[src/rtl/uart_tx_fifo.sv]
// Byte FIFO feeding the UART transmitter through a 4-phase valid/ack handshake.
// Define UART_TX_FIFO_OVF_EN to add the sticky overflow flag and its clear input.
module uart_tx_fifo #(
    parameter int unsigned DEPTH_LOG2 = 4
) (
    input  logic                  clk_i,
    input  logic                  nrst_i,
    input  logic [7:0]            wr_data_i,
    input  logic                  wr_en_i,
    output logic                  full_o,
    output logic                  empty_o,
    output logic [DEPTH_LOG2:0]   level_o,
    output logic [7:0]            tx_data_o,
    output logic                  tx_data_valid_o,
    input  logic                  tx_ack_i
`ifdef UART_TX_FIFO_OVF_EN
    ,
    output logic                  overflow_o,
    input  logic                  ovf_clr_i
`endif
);

    localparam int unsigned Depth = 2 ** DEPTH_LOG2;
    localparam int unsigned LvlW  = DEPTH_LOG2 + 1;

    typedef enum logic [1:0] {StIdle, StPresent, StRelease} state_e;

    logic [7:0]            mem_q [Depth];
    logic [DEPTH_LOG2-1:0] wr_ptr_q, wr_ptr_d;
    logic [DEPTH_LOG2-1:0] rd_ptr_q, rd_ptr_d;
    logic [DEPTH_LOG2:0]   level_q, level_d;
    state_e                state_q;
    logic [7:0]            tx_data_q;
    logic                  tx_valid_q;
    logic                  wr_accept;
    logic                  pop;

    assign full_o          = (level_q == LvlW'(Depth));
    assign empty_o         = (level_q == '0);
    assign level_o         = level_q;
    assign tx_data_o       = tx_data_q;
    assign tx_data_valid_o = tx_valid_q;

    // Fullness is judged on the registered level, before any same-cycle pop.
    assign wr_accept = wr_en_i && !full_o;
    assign pop       = (state_q == StIdle) && !empty_o;

    always_comb begin
        wr_ptr_d = wr_ptr_q;
        rd_ptr_d = rd_ptr_q;
        level_d  = level_q;
        if (wr_accept) begin
            wr_ptr_d = wr_ptr_q + DEPTH_LOG2'(1);
        end
        if (pop) begin
            rd_ptr_d = rd_ptr_q + DEPTH_LOG2'(1);
        end
        if (wr_accept && !pop) begin
            level_d = level_q + LvlW'(1);
        end else if (!wr_accept && pop) begin
            level_d = level_q - LvlW'(1);
        end
    end

    always_ff @(posedge clk_i) begin
        if (!nrst_i) begin
            wr_ptr_q <= '0;
            rd_ptr_q <= '0;
            level_q  <= '0;
        end else begin
            wr_ptr_q <= wr_ptr_d;
            rd_ptr_q <= rd_ptr_d;
            level_q  <= level_d;
        end
    end

    always_ff @(posedge clk_i) begin
        if (wr_accept) begin
            mem_q[wr_ptr_q] <= wr_data_i;
        end
    end

    // RELEASE waits for ack to fall so valid stays low at least one cycle between bytes.
    always_ff @(posedge clk_i) begin
        if (!nrst_i) begin
            state_q    <= StIdle;
            tx_data_q  <= 8'h00;
            tx_valid_q <= 1'b0;
        end else begin
            case (state_q)
                StIdle: begin
                    if (pop) begin
                        tx_data_q  <= mem_q[rd_ptr_q];
                        tx_valid_q <= 1'b1;
                        state_q    <= StPresent;
                    end
                end
                StPresent: begin
                    if (tx_ack_i) begin
                        tx_valid_q <= 1'b0;
                        state_q    <= StRelease;
                    end
                end
                StRelease: begin
                    if (!tx_ack_i) begin
                        state_q <= StIdle;
                    end
                end
                default: begin
                    tx_valid_q <= 1'b0;
                    state_q    <= StIdle;
                end
            endcase
        end
    end

`ifdef UART_TX_FIFO_OVF_EN
    logic overflow_q;

    // A rejected write wins over a same-cycle clear.
    always_ff @(posedge clk_i) begin
        if (!nrst_i) begin
            overflow_q <= 1'b0;
        end else if (wr_en_i && full_o) begin
            overflow_q <= 1'b1;
        end else if (ovf_clr_i) begin
            overflow_q <= 1'b0;
        end
    end

    assign overflow_o = overflow_q;
`endif

endmodule

[config.mk]
export PLATFORM = sky130hd
export DESIGN_NAME = uart_tx_fifo
export DESIGN_NICKNAME = d
export VERILOG_FILES = /design/src/rtl/uart_tx_fifo.sv
export SDC_FILE = /design/constraint.sdc
export NUM_CORES = 1
export LEC_CHECK = 0
export ABC_CLOCK_PERIOD_IN_PS = 4200
export CORE_ASPECT_RATIO = 1.1
export CORE_MARGIN = 3
export CORE_UTILIZATION = 51
export DETAILED_ROUTE_END_ITERATION = 12
export GPL_TIMING_DRIVEN = 0
export MAX_ROUTING_LAYER = met4
export PLACE_DENSITY = 0.76
export RECOVER_POWER = 25
export SLEW_MARGIN = 40
export SYNTH_ARGS = -nofsm -noshare
export SYNTH_HDL_FRONTEND = slang
export SYNTH_SLANG_ARGS = --single-unit
[constraint.sdc]
create_clock -name clk_i -period 4.2 [get_ports clk_i]
set_clock_uncertainty 0.05 [all_clocks]
set_input_delay 0.42 -clock clk_i [delete_from_list [all_inputs] [get_ports clk_i]]
set_output_delay 0.42 -clock clk_i [all_outputs]
set_load 0.02 [all_outputs]
==> key figures, run 1 <==
Yosys
  – Sequential fraction of the synthesis area: 70.7%
  – Avg Cell Area, Syn: 15.9 sq um
  – Mapped Area: 6120 sq um
  – Yosys warns: 0
  – Yosys cell types: 36
  – Synthesized Nets: 409
  – #FFs+latches synth: between 150 and 200
  – Top cells by count, synth: edfxtp_1, mux2i_1, nor2_1
  – Main synth FF type: edfxtp_1
  – EDFF count, synth: 128
  – Area leader, netlist: edfxtp_1
  – Share of the synthesized area in the top cell type: 62.8%
  – Async SR Flop Fraction: 0%
  – Top-count cell post-synth: edfxtp_1
  – Dominant cells by area after synthesis: edfxtp_1, dfxtp_1, mux2i_1, mux4_1, ha_1
  – Post-Synthesis Cells: between 300 and 400

Timing
  – RSZ-0062 raised after global routing: false
  – Setup TNS: 0 ps
  – Number of setup violations in the final report: 0
  – Final Hold Vio Count: 0
  – Worst slew margin: 46.5%
  – Worst-Margin Slew: around 800 ps
  – Final hold slack: approximately 460 ps
  – FMAX: around 0.34 GHz
  – Slew Limit Fails: 0
  – Post-route clock period utilization: 70.3%
  – Clock period minus worst slack: 2950 ps

Cells and area
  – Layout cells sized above 1: 12.8%
  – Area Growth Syn to Fin: 18.1%
  – ANT cells: 0
  – Final #Nets: roughly 460
  – Fin util: 62.3%
  – Fillers: 833

Global routing
  – GRT met3 Usage: 5.39%
  – Routing usage on met2: 31.9%
  – Vias in the first global route: 3581
  – GR Util met1: between 20% and 30%
  – Overall routing resource usage: 20.7%
  – Remaining global-route overflow: 0
  – Maximum number of pins on one net before global-route repair: 17
  – First-pass GRT wire length: 20100 microns
  – Most Crowded Layer GR: met2
  – Initial antenna violation count: 0

Power and ir drop
  – Total power: 0.00444 W
  – Power per Cell Area: 614 nW/um^2
  – Peak VDD IR: a little under 0.0004 V
  – Leakage: 2.38 nW

Routing
  – Drt pass-1 iters: 5
  – Via Count: 3522
  – Routed len/inst: 21.5 microns
  – DRT Wirelength: around 13000 microns
  – Post-route ant nets: 0
  – Via/cell ratio: about 5.9
  – Initial DRC Count: 463
  – Drt drc: 0

Placement
  – Detailed Place HPWL: 8230 microns
  – Input/output buffers: 27
  – Final Wtd Congestion: 0.869

Floorplanning
  – FP Rows: 41
  – I/O Pins: 28
  – Initial Util: between 50% and 60%
  – Die area: ~13000 sq um
  – Die X: 110 microns
  – DIE HEIGHT: 121 microns
  – Area of the core: roughly 12000 sq um

Critical path
  – CP startpoint kind: flip-flop
  – WP buf/inv: 3
  – CP max stage delay: 460 ps
  – Setup CP Type: reg -> reg
  – Crit path DAT: 3250 ps
  – Critical Path RT: approximately 4500 ps
  – Max FO, Critical Path: 10
  – CP max stage cell: dfxtp_1
  – Worst setup EP type: flip-flop
  – Family with the most delay on the worst path: compound AO/OA/AOI/OAI gates
  – CP Cell Sequence: nor4_4 > a211oi_2 > clkbuf_1 > inv_1 > ha_1 > inv_1 > ha_1 > a21o_1 > a21oi_1 > mux2i_1 > mux2i_1

Clocking
  – Clock Latency Late Sink: 420 ps
  – CTS H-tree depth: 4
  – Hold Buf Count CTS: 0
  – TritonCTS buffer count: 17
  – Setup Buffers After CTS: 0
  – CTS Buffer Depth: 2
  – Post-CTS Resized: 0
  – Clk pin slew, worst setup/hold paths: 60 ps
  – CTS tree: yes
  – Root Buffer Master: clkbuf_16
  – CTS Sinks: 152

Min path
  – Worst Hold Class: reg -> reg

Status
  – Outcome: finished, final reports clean

Flow run
  – Max Cap Viol: 0
==> final cells by class <==
| class | count | area, sq um | area share (%) |
|---|---|---|---|
| sequential | 152 | 4320 | 59.8 |
| multi-input combinational | 206 | 1680 | 23.3 |
| clock buffer | 19 | 433 | 5.99 |
| timing repair buffer | 27 | 270 | 3.74 |
| clock inverter | 13 | 194 | 2.68 |
| tap | 150 | 188 | 2.60 |
| buffer | 19 | 104 | 1.44 |
| inverter | 9 | 33.8 | 0.467 |
==> path summary, 6_finish.rpt <==
kind         depth (start not counted)          to       start  slack, ps
max reg2reg                         11  level_o[4]  level_o[0]       1250
max                                 11  level_o[4]  level_o[0]       1250
min reg2reg                          2  level_o[4]  level_o[4]        460
min                                  2  level_o[4]  level_o[4]        460
==> kinds of logic (layout without fill, tap and decap cells) <==
group / Yosys count / in the layout / synth area share, %
adders and majority gates: 11 / 11 / 2.37
xor gates and xnor gates: 10 / 10 / 1.43
and+or+nand+nor: 75 / 75 / 5.75
DFF: 152 / 152 / 70.7
AOI/OAI and AO/OA: 54 / 54 / 5.42
muxes: 56 / 56 / 12.1
buffers and inverters: 28 / 87 / 2.25
==> cells in the final DEF, fill, tap and decap left out, drive strengths merged <==
cell type and count:
dlygate4sd3 5, nor4 1, mux2i 44, nand3 2, a211oi 1, nand2 19
a21o 1, or3b 1, and2 2, nor2 31, dfxtp 24, a21oi 13
nand4 2, o22ai 20, inv 12, nor3 9, xor2 8, a21boi 1
a31oi 1, bufinv 4, clkdlybuf4s50 22, a2111oi 4, nor2b 2, or3 1
nand2b 2, clkbuf 26, fa 1, mux4 12, ha 10, xnor2 2
edfxtp 128, clkinvlp 4, and3 1, buf 12, clkinv 2, nand3b 2
o21ai 13
==> power breakdown <==
group / internal (W) / leakage (nW) / switching [W] / total [W]
combinational: 0.000433 / 0.735 / 0.000581 / 0.00101
sequential: 0.00174 / 1.35 / 0.0000752 / 0.00182
clock: 0.00100 / 0.291 / 0.000601 / 0.00160
==> routing by layer <==
metal,vias up,part of all wire (%)
met5,-,0
met4,0,3.1
met3,24,7.1
met2,160,48
met1,1756,42
li1,1582,-
==> through the flow <==
step / setup WS (ps) / instances / area, sq um
floorplan: 1510 / 386 / 6120
global placement: 1240 / 563 / 6580
detailed placement: 1260 / 563 / 6600
CTS: 1230 / 595 / 7220
global route: 1050 / 595 / 7230
finish: 1250 / 595 / 7230
==> state kept, by name (all words and copies together), names as in the netlist <==
name / cells
state_q: 2
tx_data_valid_o: 1
level_o: 5
tx_data_o: 8
mem_q: 128
wr_ptr_q: 4
rd_ptr_q: 4
==> tightest hold or removal path, cell delays in order, from the launching register on <==
cell and delay (ps):
dfxtp_1 340, nand2_1 70, mux2i_1 50
(Power assumes the default switching activity.)
==> run 2: changes to the inputs <==
--- a/config.mk
+++ b/config.mk
@@ -5,7 +5,7 @@
 export SDC_FILE = /design/constraint.sdc
 export NUM_CORES = 1
 export LEC_CHECK = 0
-export ABC_CLOCK_PERIOD_IN_PS = 4200
+export ABC_CLOCK_PERIOD_IN_PS = 3000
 export CORE_ASPECT_RATIO = 1.1
 export CORE_MARGIN = 3
 export CORE_UTILIZATION = 51
==> constraint.sdc (replaced) <==
create_clock -name clk_i -period 3 [get_ports clk_i]
set_clock_uncertainty 0.05 [all_clocks]
set_input_delay 0.3 -clock clk_i [delete_from_list [all_inputs] [get_ports clk_i]]
set_output_delay 0.3 -clock clk_i [all_outputs]
set_load 0.02 [all_outputs]
==> key figures, run 2 (synthesis results as in run 1) <==
Status
  – Outcome: finished, final reports clean

Critical path
  – WP buf/inv: 3 (unchanged)
  – Critical R2R Launch: level_o[0]
  – R2R depth: 11 (unchanged)
  – CP startpoint kind: flip-flop
  – Worst setup EP type: flip-flop
  – R2r setup slk: 180 ps (-1070 ps)
  – Critical Path RT: 3300 ps (-1200 ps)
  – Crit path DAT: 3120 ps (-130 ps)
  – CP max stage delay: 460 ps (about the same)
  – Setup CP Type: reg -> reg
  – Family with the most delay on the worst path: compound AO/OA/AOI/OAI gates
  – Number of cells on the critical path: 11 (unchanged)
  – CP Cell Sequence: nor4_4 > a211oi_2 > clkbuf_2 > inv_1 > ha_1 > inv_1 > ha_1 > a21o_1 > a21oi_1 > mux2i_1 > mux2i_1
  – CP max stage cell: dfxtp_1
  – Worst R2R End: level_o[4]
  – Max FO, Critical Path: 10 (unchanged)

Timing
  – Setup TNS: 0 ps (unchanged)
  – Final Hold Vio Count: 0 (unchanged)
  – RSZ-0062 raised after global routing: false
  – Clock period minus worst slack: 2820 ps (-131 ps)
  – Number of setup violations in the final report: 0 (unchanged)
  – Post-route clock period utilization: 94.1% (+24 points)
  – Slew Limit Fails: 0 (unchanged)
  – Worst slew margin: 45.2% (-1.3 points)
  – Worst-Margin Slew: 819 ps (+19.1 ps)
  – FMAX: 0.354 GHz (+4.6%)

Global routing
  – First-pass GRT wire length: 20100 microns (unchanged)
  – Overall routing resource usage: 20.7% (unchanged)
  – Vias in the first global route: 3581 (unchanged)
  – Maximum number of pins on one net before global-route repair: 17 (unchanged)
  – Remaining global-route overflow: 0 (unchanged)
  – Initial antenna violation count: 0 (unchanged)

Clocking
  – CTS Buffer Depth: 2 (unchanged)
  – Clock Latency Late Sink: 420 ps (about the same)
  – CTS tree: yes
  – Hold Buf Count CTS: 0 (unchanged)
  – Setup Buffers After CTS: 0 (unchanged)
  – CTS Sinks: 152 (unchanged)
  – Root Buffer Master: clkbuf_16
  – Clk pin slew, worst setup/hold paths: 60 ps (about the same)
  – Post-CTS Resized: 0 (unchanged)
  – CTS H-tree depth: 4 (unchanged)
  – TritonCTS buffer count: 17 (unchanged)

Routing
  – Via/cell ratio: 5.95 (+0.60%)
  – Drt drc: 0 (unchanged)
  – Routed len/inst: 21.5 microns (+0.12%)
  – DRT Wirelength: 12800 microns (+0.12%)
  – Post-route ant nets: 0 (unchanged)
  – Initial DRC Count: 474 (+2.4%)
  – Drt pass-1 iters: 5 (unchanged)
  – Via Count: 3543 (+0.60%)

Min path
  – Worst Hold Class: reg -> reg
  – Hold Crit Endpoint: level_o[4]
  – Hold depth: 2 (unchanged)
  – Hold path startpoint: level_o[4]

Power and ir drop
  – Leakage: 2.38 nW (+0.13%)
  – Power per Cell Area: 860 nW/um^2 (+40%)
  – Peak VDD IR: 0.000554 V (+40%)

Cells and area
  – Commonest non-fill, non-tap cell in the layout: edfxtp_1
  – Commonest cells after routing, fill and taps aside: edfxtp_1, mux2i_1, nor2_1
  – Layout cells sized above 1: 13.0% (+0.22 points)
  – Max reg flops: 128 (unchanged)
  – Area Growth Syn to Fin: 18.2% (about the same)
  – Final #Nets: 455 (unchanged)
  – ANT cells: 0 (unchanged)
  – Final instance area: 7230 sq um (about the same)
  – Final Non-Filler Cells: 595 (unchanged)
  – Register bank with the most flops: mem_q
  – Fillers: 836 (+0.36%)

Floorplanning
  – FP Rows: 41 (unchanged)
  – Initial Util: 52.8% (unchanged)
  – DIE HEIGHT: 121 microns (unchanged)
  – I/O Pins: 28 (unchanged)
  – Area of the core: 11600 sq um (unchanged)
  – Die X: 110 microns (unchanged)
  – Die area: 13300 sq um (unchanged)

Flow run
  – Max Cap Viol: 0 (unchanged)

Placement
  – Input/output buffers: 27 (unchanged)
  – Final Wtd Congestion: 0.869 (unchanged)
  – Placed Area: 6600 sq um (unchanged)
  – Detailed Place HPWL: 8230 microns (unchanged)
  – Placed Instances: 563 (unchanged)
[run 2: final cells by class]
cell class | count | area (sq um) | share of cell area, %
flip-flops and latches | 152 | 4320 | 59.8
multi-input cells | 206 | 1680 | 23.3
clock buffers | 19 | 433 | 5.99
repair buffers | 27 | 270 | 3.74
clock inverters | 13 | 194 | 2.68
well taps | 150 | 188 | 2.60
plain buffers | 19 | 105 | 1.45
inverters | 9 | 33.8 | 0.467
[run 2: per-layer routing]
layer	vias to the layer above	GRT usage [%]	routed length, microns
met1	1790	26.5	5300
met4	0	8.93	403
met3	22	5.39	925
li1	1581	-	-
met2	150	31.9	6190
met5	-	-	0
[run 2: worst max-delay path by stage]
stage | from | endpoint | slack, ps
floorplan | level_o[0] | level_o[4] | 310
global placement | level_o[0] | level_o[4] | 130
detailed placement | level_o[0] | level_o[4] | 60
CTS | level_o[0] | level_o[4] | 30
global route | level_o[2] | level_o[4] | 9
finish | level_o[0] | level_o[4] | 180
[run 2: where the power goes]
part / leakage, nW / switching (W) / internal, W / total (W)
sequential: 1.35 / 0.000106 / 0.00244 / 0.00255
clock: 0.291 / 0.000841 / 0.00140 / 0.00224
combinational: 0.738 / 0.000816 / 0.000609 / 0.00142
[run 2: through the flow]
| step | total power, W | utilization (%) | setup slack [ps] | hold WS (ps) |
|---|---|---|---|---|
| global placement | 0.00394 | 56.7 | 130 | 421 |
| finish | 0.00621 | 62.4 | 178 | 460 |
| floorplan | 0.00351 | - | 305 | 349 |
| CTS | 0.00622 | 62.3 | 28.5 | 465 |
| detailed placement | 0.00398 | 56.9 | 63.9 | 451 |
| global route | 0.00645 | 62.4 | 8.84 | 500 |
[run 2: worst reg2reg max path, cell delays in order, from the launching register on]
cell	delay, ps
dfxtp_1	460
nor4_4	110
a211oi_2	320
clkbuf_2	280
inv_1	70
ha_1	230
inv_1	170
ha_1	280
a21o_1	180
a21oi_1	180
mux2i_1	250
mux2i_1	190
